**src/rtl/synth_pkg.sv**
```systemverilog
// Shared definitions for the voice scheduler: register word field positions,
// accumulator guard width and the sequencing FSM states.
package synth_pkg;

    localparam int CFG_BIT   = 31;
    localparam int TUNING_HI = 30;
    localparam int TUNING_LO = 24;
    localparam int ATTACK_HI = 23;
    localparam int ATTACK_LO = 16;
    localparam int DECAY_HI  = 15;
    localparam int DECAY_LO  = 8;
    localparam int NOTE_HI   = 7;
    localparam int NOTE_LO   = 1;
    localparam int GATE_BIT  = 0;

    localparam int ACC_GUARD = 4;

    typedef enum logic [1:0] {
        ST_IDLE  = 2'd0,
        ST_ISSUE = 2'd1,
        ST_WAIT  = 2'd2,
        ST_DONE  = 2'd3
    } state_t;

endpackage

```
**src/rtl/voice_regfile.sv**
```systemverilog
// Per-slot instrument register file: 16 words, cfg-masked CPU writes, a registered
// CPU read port and a combinational read port for the scheduler.
module voice_regfile
    import synth_pkg::*;
#(
    parameter int NUM_VOICES = 8
) (
    input  logic        clk,
    input  logic        rst,
    input  logic [3:0]  cpu_addr_i,
    input  logic [31:0] cpu_wdata_i,
    input  logic        cpu_wen_i,
    input  logic        cpu_ren_i,
    output logic [31:0] cpu_rdata_o,
    input  logic [3:0]  sch_addr_i,
    output logic [30:0] sch_rdata_o
);
    localparam logic [4:0] NV5 = 5'(NUM_VOICES);

    logic [31:0] mem_q [16];
    logic [31:0] rdata_q;
    logic [31:0] wr_word;
    logic        addr_ok;

    assign addr_ok = ({1'b0, cpu_addr_i} < NV5);

    // A cfg=0 write touches only note/gate; the stored cfg bit still follows the write.
    always_comb begin
        wr_word = cpu_wdata_i;
        if (!cpu_wdata_i[CFG_BIT]) begin
            wr_word = {cpu_wdata_i[CFG_BIT],
                       mem_q[cpu_addr_i][TUNING_HI:DECAY_LO],
                       cpu_wdata_i[NOTE_HI:GATE_BIT]};
        end
    end

    always_ff @(posedge clk) begin
        if (rst) begin
            for (int i = 0; i < 16; i++) begin
                mem_q[i] <= '0;
            end
            rdata_q <= '0;
        end else begin
            if (cpu_wen_i && addr_ok) begin
                mem_q[cpu_addr_i] <= wr_word;
            end
            if (cpu_ren_i) begin
                rdata_q <= addr_ok ? mem_q[cpu_addr_i] : '0;
            end
        end
    end

    assign cpu_rdata_o = rdata_q;
    assign sch_rdata_o = mem_q[sch_addr_i][TUNING_HI:GATE_BIT];

endmodule

```
**src/rtl/voice_scheduler.sv**
```systemverilog
// Sample-tick sequencer: issues each slot's parameters to the shared voice engine,
// accumulates the returned samples and emits one saturated mix word per tick.
module voice_scheduler
    import synth_pkg::*;
#(
    parameter int NUM_VOICES = 8,
    parameter int BITDEPTH   = 14,
    parameter int TIMEOUT    = 64
) (
    input  logic                       clk,
    input  logic                       rst,
    input  logic [3:0]                 addr,
    input  logic [31:0]                data_in,
    input  logic                       wen,
    input  logic                       ren,
    output logic                       ready,
    output logic [31:0]                data_out,
    input  logic                       sample_tick,
    output logic [3:0]                 v_index,
    output logic [6:0]                 v_note,
    output logic [6:0]                 v_tuning,
    output logic [7:0]                 v_attack,
    output logic [7:0]                 v_decay,
    output logic                       v_gate,
    output logic                       v_start,
    input  logic signed [BITDEPTH-1:0] v_sample,
    input  logic                       v_valid,
    output logic signed [BITDEPTH-1:0] mix_out,
    output logic                       mix_valid,
    output logic                       overrun,
    output logic                       timeout,
    output state_t                     dbg_state
);
    localparam int ACC_W  = BITDEPTH + ACC_GUARD;
    localparam int WCNT_W = $clog2(TIMEOUT + 1);
    localparam logic [3:0]              LAST_IDX  = 4'(NUM_VOICES - 1);
    localparam logic [WCNT_W-1:0]       WAIT_LAST = WCNT_W'(TIMEOUT - 1);
    localparam logic signed [ACC_W-1:0] SAT_MAX   = ACC_W'((2 ** (BITDEPTH - 1)) - 1);
    localparam logic signed [ACC_W-1:0] SAT_MIN   = ~SAT_MAX;

    state_t                     state_q, state_d;
    logic [3:0]                 idx_q, idx_d;
    logic signed [ACC_W-1:0]    acc_q, acc_d;
    logic [WCNT_W-1:0]          wcnt_q, wcnt_d;
    logic                       timeout_hit, advance;
    logic signed [BITDEPTH-1:0] sat_mix;
    logic [30:0]                slot_word;

    logic                       ready_q, v_start_q, v_gate_q, mix_valid_q, overrun_q, timeout_q;
    logic [6:0]                 v_note_q, v_tuning_q;
    logic [7:0]                 v_attack_q, v_decay_q;
    logic signed [BITDEPTH-1:0] mix_out_q;

    voice_regfile #(.NUM_VOICES(NUM_VOICES)) u_regfile (
        .clk         (clk),
        .rst         (rst),
        .cpu_addr_i  (addr),
        .cpu_wdata_i (data_in),
        .cpu_wen_i   (wen),
        .cpu_ren_i   (ren),
        .cpu_rdata_o (data_out),
        .sch_addr_i  (idx_d),
        .sch_rdata_o (slot_word)
    );

    always_comb begin
        state_d     = state_q;
        idx_d       = idx_q;
        acc_d       = acc_q;
        wcnt_d      = wcnt_q;
        timeout_hit = 1'b0;
        advance     = 1'b0;
        case (state_q)
            ST_IDLE: begin
                if (sample_tick) begin
                    state_d = ST_ISSUE;
                    idx_d   = '0;
                    acc_d   = '0;
                    wcnt_d  = '0;
                end
            end
            ST_ISSUE: begin
                state_d = ST_WAIT;
                wcnt_d  = '0;
            end
            ST_WAIT: begin
                if (v_valid) begin
                    acc_d   = acc_q + {{ACC_GUARD{v_sample[BITDEPTH-1]}}, v_sample};
                    advance = 1'b1;
                end else if (wcnt_q == WAIT_LAST) begin
                    // Silent engine: the slot contributes nothing and the sweep moves on.
                    timeout_hit = 1'b1;
                    advance     = 1'b1;
                end else begin
                    wcnt_d = wcnt_q + WCNT_W'(1);
                end
                if (advance) begin
                    if (idx_q == LAST_IDX) begin
                        state_d = ST_DONE;
                    end else begin
                        idx_d   = idx_q + 4'd1;
                        state_d = ST_ISSUE;
                    end
                end
            end
            ST_DONE:  state_d = ST_IDLE;
            default:  state_d = ST_IDLE;
        endcase
    end

    always_comb begin
        if (acc_q > SAT_MAX)      sat_mix = SAT_MAX[BITDEPTH-1:0];
        else if (acc_q < SAT_MIN) sat_mix = SAT_MIN[BITDEPTH-1:0];
        else                      sat_mix = acc_q[BITDEPTH-1:0];
    end

    always_ff @(posedge clk) begin
        if (rst) begin
            state_q     <= ST_IDLE;
            idx_q       <= '0;
            acc_q       <= '0;
            wcnt_q      <= '0;
            ready_q     <= 1'b0;
            v_start_q   <= 1'b0;
            v_note_q    <= '0;
            v_tuning_q  <= '0;
            v_attack_q  <= '0;
            v_decay_q   <= '0;
            v_gate_q    <= 1'b0;
            mix_out_q   <= '0;
            mix_valid_q <= 1'b0;
            overrun_q   <= 1'b0;
            timeout_q   <= 1'b0;
        end else begin
            state_q     <= state_d;
            idx_q       <= idx_d;
            acc_q       <= acc_d;
            wcnt_q      <= wcnt_d;
            ready_q     <= wen | ren;
            // Parameters are captured on the way into ISSUE so they are stable while v_start is high.
            v_start_q   <= (state_d == ST_ISSUE);
            if (state_d == ST_ISSUE) begin
                v_tuning_q <= slot_word[TUNING_HI:TUNING_LO];
                v_attack_q <= slot_word[ATTACK_HI:ATTACK_LO];
                v_decay_q  <= slot_word[DECAY_HI:DECAY_LO];
                v_note_q   <= slot_word[NOTE_HI:NOTE_LO];
                v_gate_q   <= slot_word[GATE_BIT];
            end
            mix_valid_q <= (state_q == ST_DONE);
            if (state_q == ST_DONE) begin
                mix_out_q <= sat_mix;
            end
            if (sample_tick && (state_q != ST_IDLE)) begin
                overrun_q <= 1'b1;
            end
            if (timeout_hit) begin
                timeout_q <= 1'b1;
            end
        end
    end

    assign ready     = ready_q & (wen | ren);
    assign v_index   = idx_q;
    assign v_note    = v_note_q;
    assign v_tuning  = v_tuning_q;
    assign v_attack  = v_attack_q;
    assign v_decay   = v_decay_q;
    assign v_gate    = v_gate_q;
    assign v_start   = v_start_q;
    assign mix_out   = mix_out_q;
    assign mix_valid = mix_valid_q;
    assign overrun   = overrun_q;
    assign timeout   = timeout_q;
    assign dbg_state = state_q;

endmodule

```
**config.mk**
```make
export PLATFORM = sky130hd
export DESIGN_NAME = voice_scheduler
export DESIGN_NICKNAME = d
export VERILOG_FILES = /design/src/rtl/synth_pkg.sv /design/src/rtl/voice_regfile.sv /design/src/rtl/voice_scheduler.sv
export SDC_FILE = /design/constraint.sdc
export NUM_CORES = 1
export LEC_CHECK = 0
export BUFFER_PORTS_ARGS = -buffer_cell sky130_fd_sc_hd__buf_2
export CORE_ASPECT_RATIO = 0.5
export CORE_MARGIN = 3
export CORE_UTILIZATION = 41
export DETAILED_ROUTE_END_ITERATION = 8
export PLACE_DENSITY = 0.54
export RECOVER_POWER = 50
export SYNTH_ARGS = -nofsm -noshare
export SYNTH_HDL_FRONTEND = slang
export SYNTH_SLANG_ARGS = --single-unit
```
**constraint.sdc**
```tcl
create_clock -name clk -period 4.3 [get_ports clk]
set_clock_uncertainty 0.15 [all_clocks]
set_input_delay 0.215 -clock clk [delete_from_list [all_inputs] [get_ports clk]]
set_output_delay 0.215 -clock clk [all_outputs]
set_load 0.02 [all_outputs]
```
==> flow_summary.yaml <==
run_status:
  outcome: "finished, violations left"
  violations: "max-capacitance violations, max-slew violations"
power:
  p_leak_nw: 12.7
  finalPower_mw: 13.6
  clkPwrFrac: 0.389
  p_int_mw: 10.3
  ir_drop_mv: 0.280
  pwr-share-comb: 0.094
  switching_share: 0.244
  p_seq_frac: 0.518
  p_sw_mw: 3.31
  p_per_area_mw_per_mm2: 395
grt:
  grt_pass1_vias: 19200
  grt.overflow.total: 0
  grt_pass1_wl_mm: 123
  grt_max_degree: 130
  grt_usage: 0.214
  antenna_found_initial: 0
clock_network:
  cts_tree: "done"
  clock_latency_ns: 0.65
  root_buffer: "clkbuf_16"
  cts_buffer_depth: 3
  cts_buffers: 59
  clkTransAtPathRegs_ns: 0.07
  clock-sinks: 617
  cts_setup_buffers: 0
  htreeDepth: 2
worst_hold_path:
  whs_path_depth: 6
  hold_path_class: "in -> reg"
  hold_start: "v_sample[1]"
placed_design:
  place_hpwl_mm: 50.2
  port_buffers: 143
  dpl_cell_area_mm2: 0.0322
  gp_congestion: 0.805
timing:
  hold_slack_ns: 0.0327
  timing.final.crit_share: 0.900
  rsz0062_at_grt: "no"
  maxClockFrequency_mhz: 258
  setup_viol: 0
  slew-limit-headroom: -0.758
  final.setup.tns_ns: 0
  final_max_slew_viol_count: 220
  worst_pin_slew_ns: 2.64
  finalHoldViolCount: 0
  fin_crit_ns: 3.87
synthesis:
  synth-edff-count: 504
  synth-seq-cells: 617
  synthAdderAreaFrac: 0.00876
  synth_top_area_cell: "edfxtp_1"
  synth.cell_area_mm2: 0.0294
  synth_xor_area_frac: 0.00387
  async_flop_share: 0
  synthDominantCellAreaShare: 0.514
  syn-instance-count: 2218
  yosys-top-cells-count: "edfxtp_1 (504), nor2_1 (292), a21oi_1 (189), nand2_1 (167), mux2i_1 (140)"
  synth.area.top_cells: "edfxtp_1 (51%), mux4_2 (10%), dfxtp_1 (7.7%)"
  yosysUniqueCellTypes: 68
  synth_compound_area_frac: 0.0999
  synth_ff_type: "edfxtp_1"
  yosysMostFrequentCell: "edfxtp_1"
  synth_simple_gate_area_frac: 0.103
  avgSynthCellArea_um2: 13.3
  synth_top_family_by_area: "multiplexers"
  ys_warn_count: 0
  yosysSeqAreaShare: 0.591
  synth_mux_area_frac: 0.161
floorplan:
  coreArea_mm2: 0.0700
  io_pins: 144
  start_util: 0.420
  die_x_um: 385
  rows: 68
  die_area_mm2: 0.0752
  die_y_um: 195
worst_setup_path:
  path_max_fanout: 129
  cp_num_cells: 4
  crit_chain: "dlygate4sd3_1 > buf_8 > buf_12 > clkbuf_2"
  r2r-start: "wcnt_q[0]"
  reg2reg_depth: 10
  crit_start: "rst"
  critPathBufInv: 4
  startpoint_type: "input pin"
  arrival_ns: 3.93
  cp_slowest_cell: "clkbuf_2"
  critPathMaxStageDelay_ns: 1.88
  end_kind: "flop"
  path_delay_family: "buffers and inverters"
  cp.required_ns: 4.35
  critPathKind: "in -> reg"
detailed_routing:
  vias: 19600
  drt-initial-drc-count: 1687
  vias_per_cell: 5.45
  drc_errors: 0
  dr.pass1.iters: 5
  wl_per_cell_um: 22.5
  totalWireLength_mm: 80.9
  postRouteAntennaNets: 0
run:
  drv_cap: 3
layout:
  layout-drive-gt1-share: 0.156
  final_util: 0.492
  finalInstanceArea_mm2: 0.0344
  fin_nets: 2676
  fillerInstances: 6175
  syn_to_final_growth_pct: 17.0
## power groups by stage
stage	Clock (mW)	Sequential, mW	Combinational [mW]
final	5.28	7.03	1.27
after global routing	5.64	7.07	1.38
after CTS	5.40	7.02	1.31
after detailed placement	0	7.15	1.27
after global placement	0	7.15	1.26
after floorplan	0	7.14	0.788
## cells by family after synthesis
| kind of cell | Yosys count |
|---|---|
| and+or+nand+nor | 667 |
| DFF | 617 |
| AOI/OAI and AO/OA | 409 |
| muxes | 293 |
| buffers and inverters | 198 |
| adders and majority gates | 20 |
| xor gates and xnor gates | 13 |
| other | 1 |
## repair_timing
action | CTS | global route
endpoints found under the hold margin | 296 | 0
hold buffers | 48 | 0
gates resized for setup | 0 | 0
## through the flow
step,setup WS (ns),instances
3_3_place_gp,0.866,3436
3_5_place_dp,0.772,3436
6_report,0.428,3595
2_1_floorplan,1.46,2465
5_1_grt,0.267,3594
4_1_cts,0.762,3594
## final cells by class
type	instances	area [µm²]	share of cell area
Clock buffer	78	1650	0.0479
Multi-Input combinational cell	1650	12000	0.350
Clock inverter	32	270	0.00785
Antenna cell	1	2.50	0.0000727
Inverter	7	26.3	0.000763
Tap cell	945	1180	0.0344
Timing Repair Buffer	265	1850	0.0539
Sequential cell	617	17400	0.505
## layout by cell type, fill, tap and decap left out, drive strengths merged, types with 3 or more instances in the layout
master / instances
a211oi: 33
a21o: 3
a21oi: 190
a221oi: 124
a22oi: 5
and2: 19
and3: 59
buf: 115
bufinv: 4
clkbuf: 180
clkinv: 26
conb: 248
dfxtp: 113
dlygate4sd3: 48
edfxtp: 504
ha: 19
inv: 8
mux2: 10
mux2i: 150
mux4: 133
nand2: 168
nand2b: 15
nand3: 8
nand4: 6
nor2: 292
nor2b: 46
nor3b: 6
nor4: 34
o21ai: 29
o21bai: 3
or2: 4
or3: 7
xnor2: 4
xor2: 9
## worst min-delay path: stages
cell and delay (ns):
buf_2 0.11, inv_1 0.07, fa_1 0.17, nor3_1 0.05, a21oi_1 0.11, nor2_1 0.04
## flip-flops by register name, summed over array words and instances (netlist names)
name	count
v_index	4
v_tuning	7
u_regfile.mem_q	504
dbg_state	2
u_regfile.cpu_rdata_o	32
v_gate	1
ready_q	1
mix_valid	1
timeout	1
mix_out	14
overrun	1
acc_q	18
v_start	1
v_attack	8
v_decay	8
v_note	7
wcnt_q	7
## final timing paths
check,to,slack (ns)
worst max-delay path,u_regfile.mem_q[12][25],0.43
worst max register to register,v_note[1],0.60
worst min register to register,overrun,0.30
worst min-delay path,acc_q[1],0.03
## layer usage
layer,part of all wire,GRT usage,vias up
met2,0.46,0.339,584
met5,0,0,-
met1,0.46,0.310,9859
li1,-,-,9052
met3,0.056,0.0332,111
met4,0.019,0.0523,0
No activity file was read; power rests on OpenSTA's default activity.
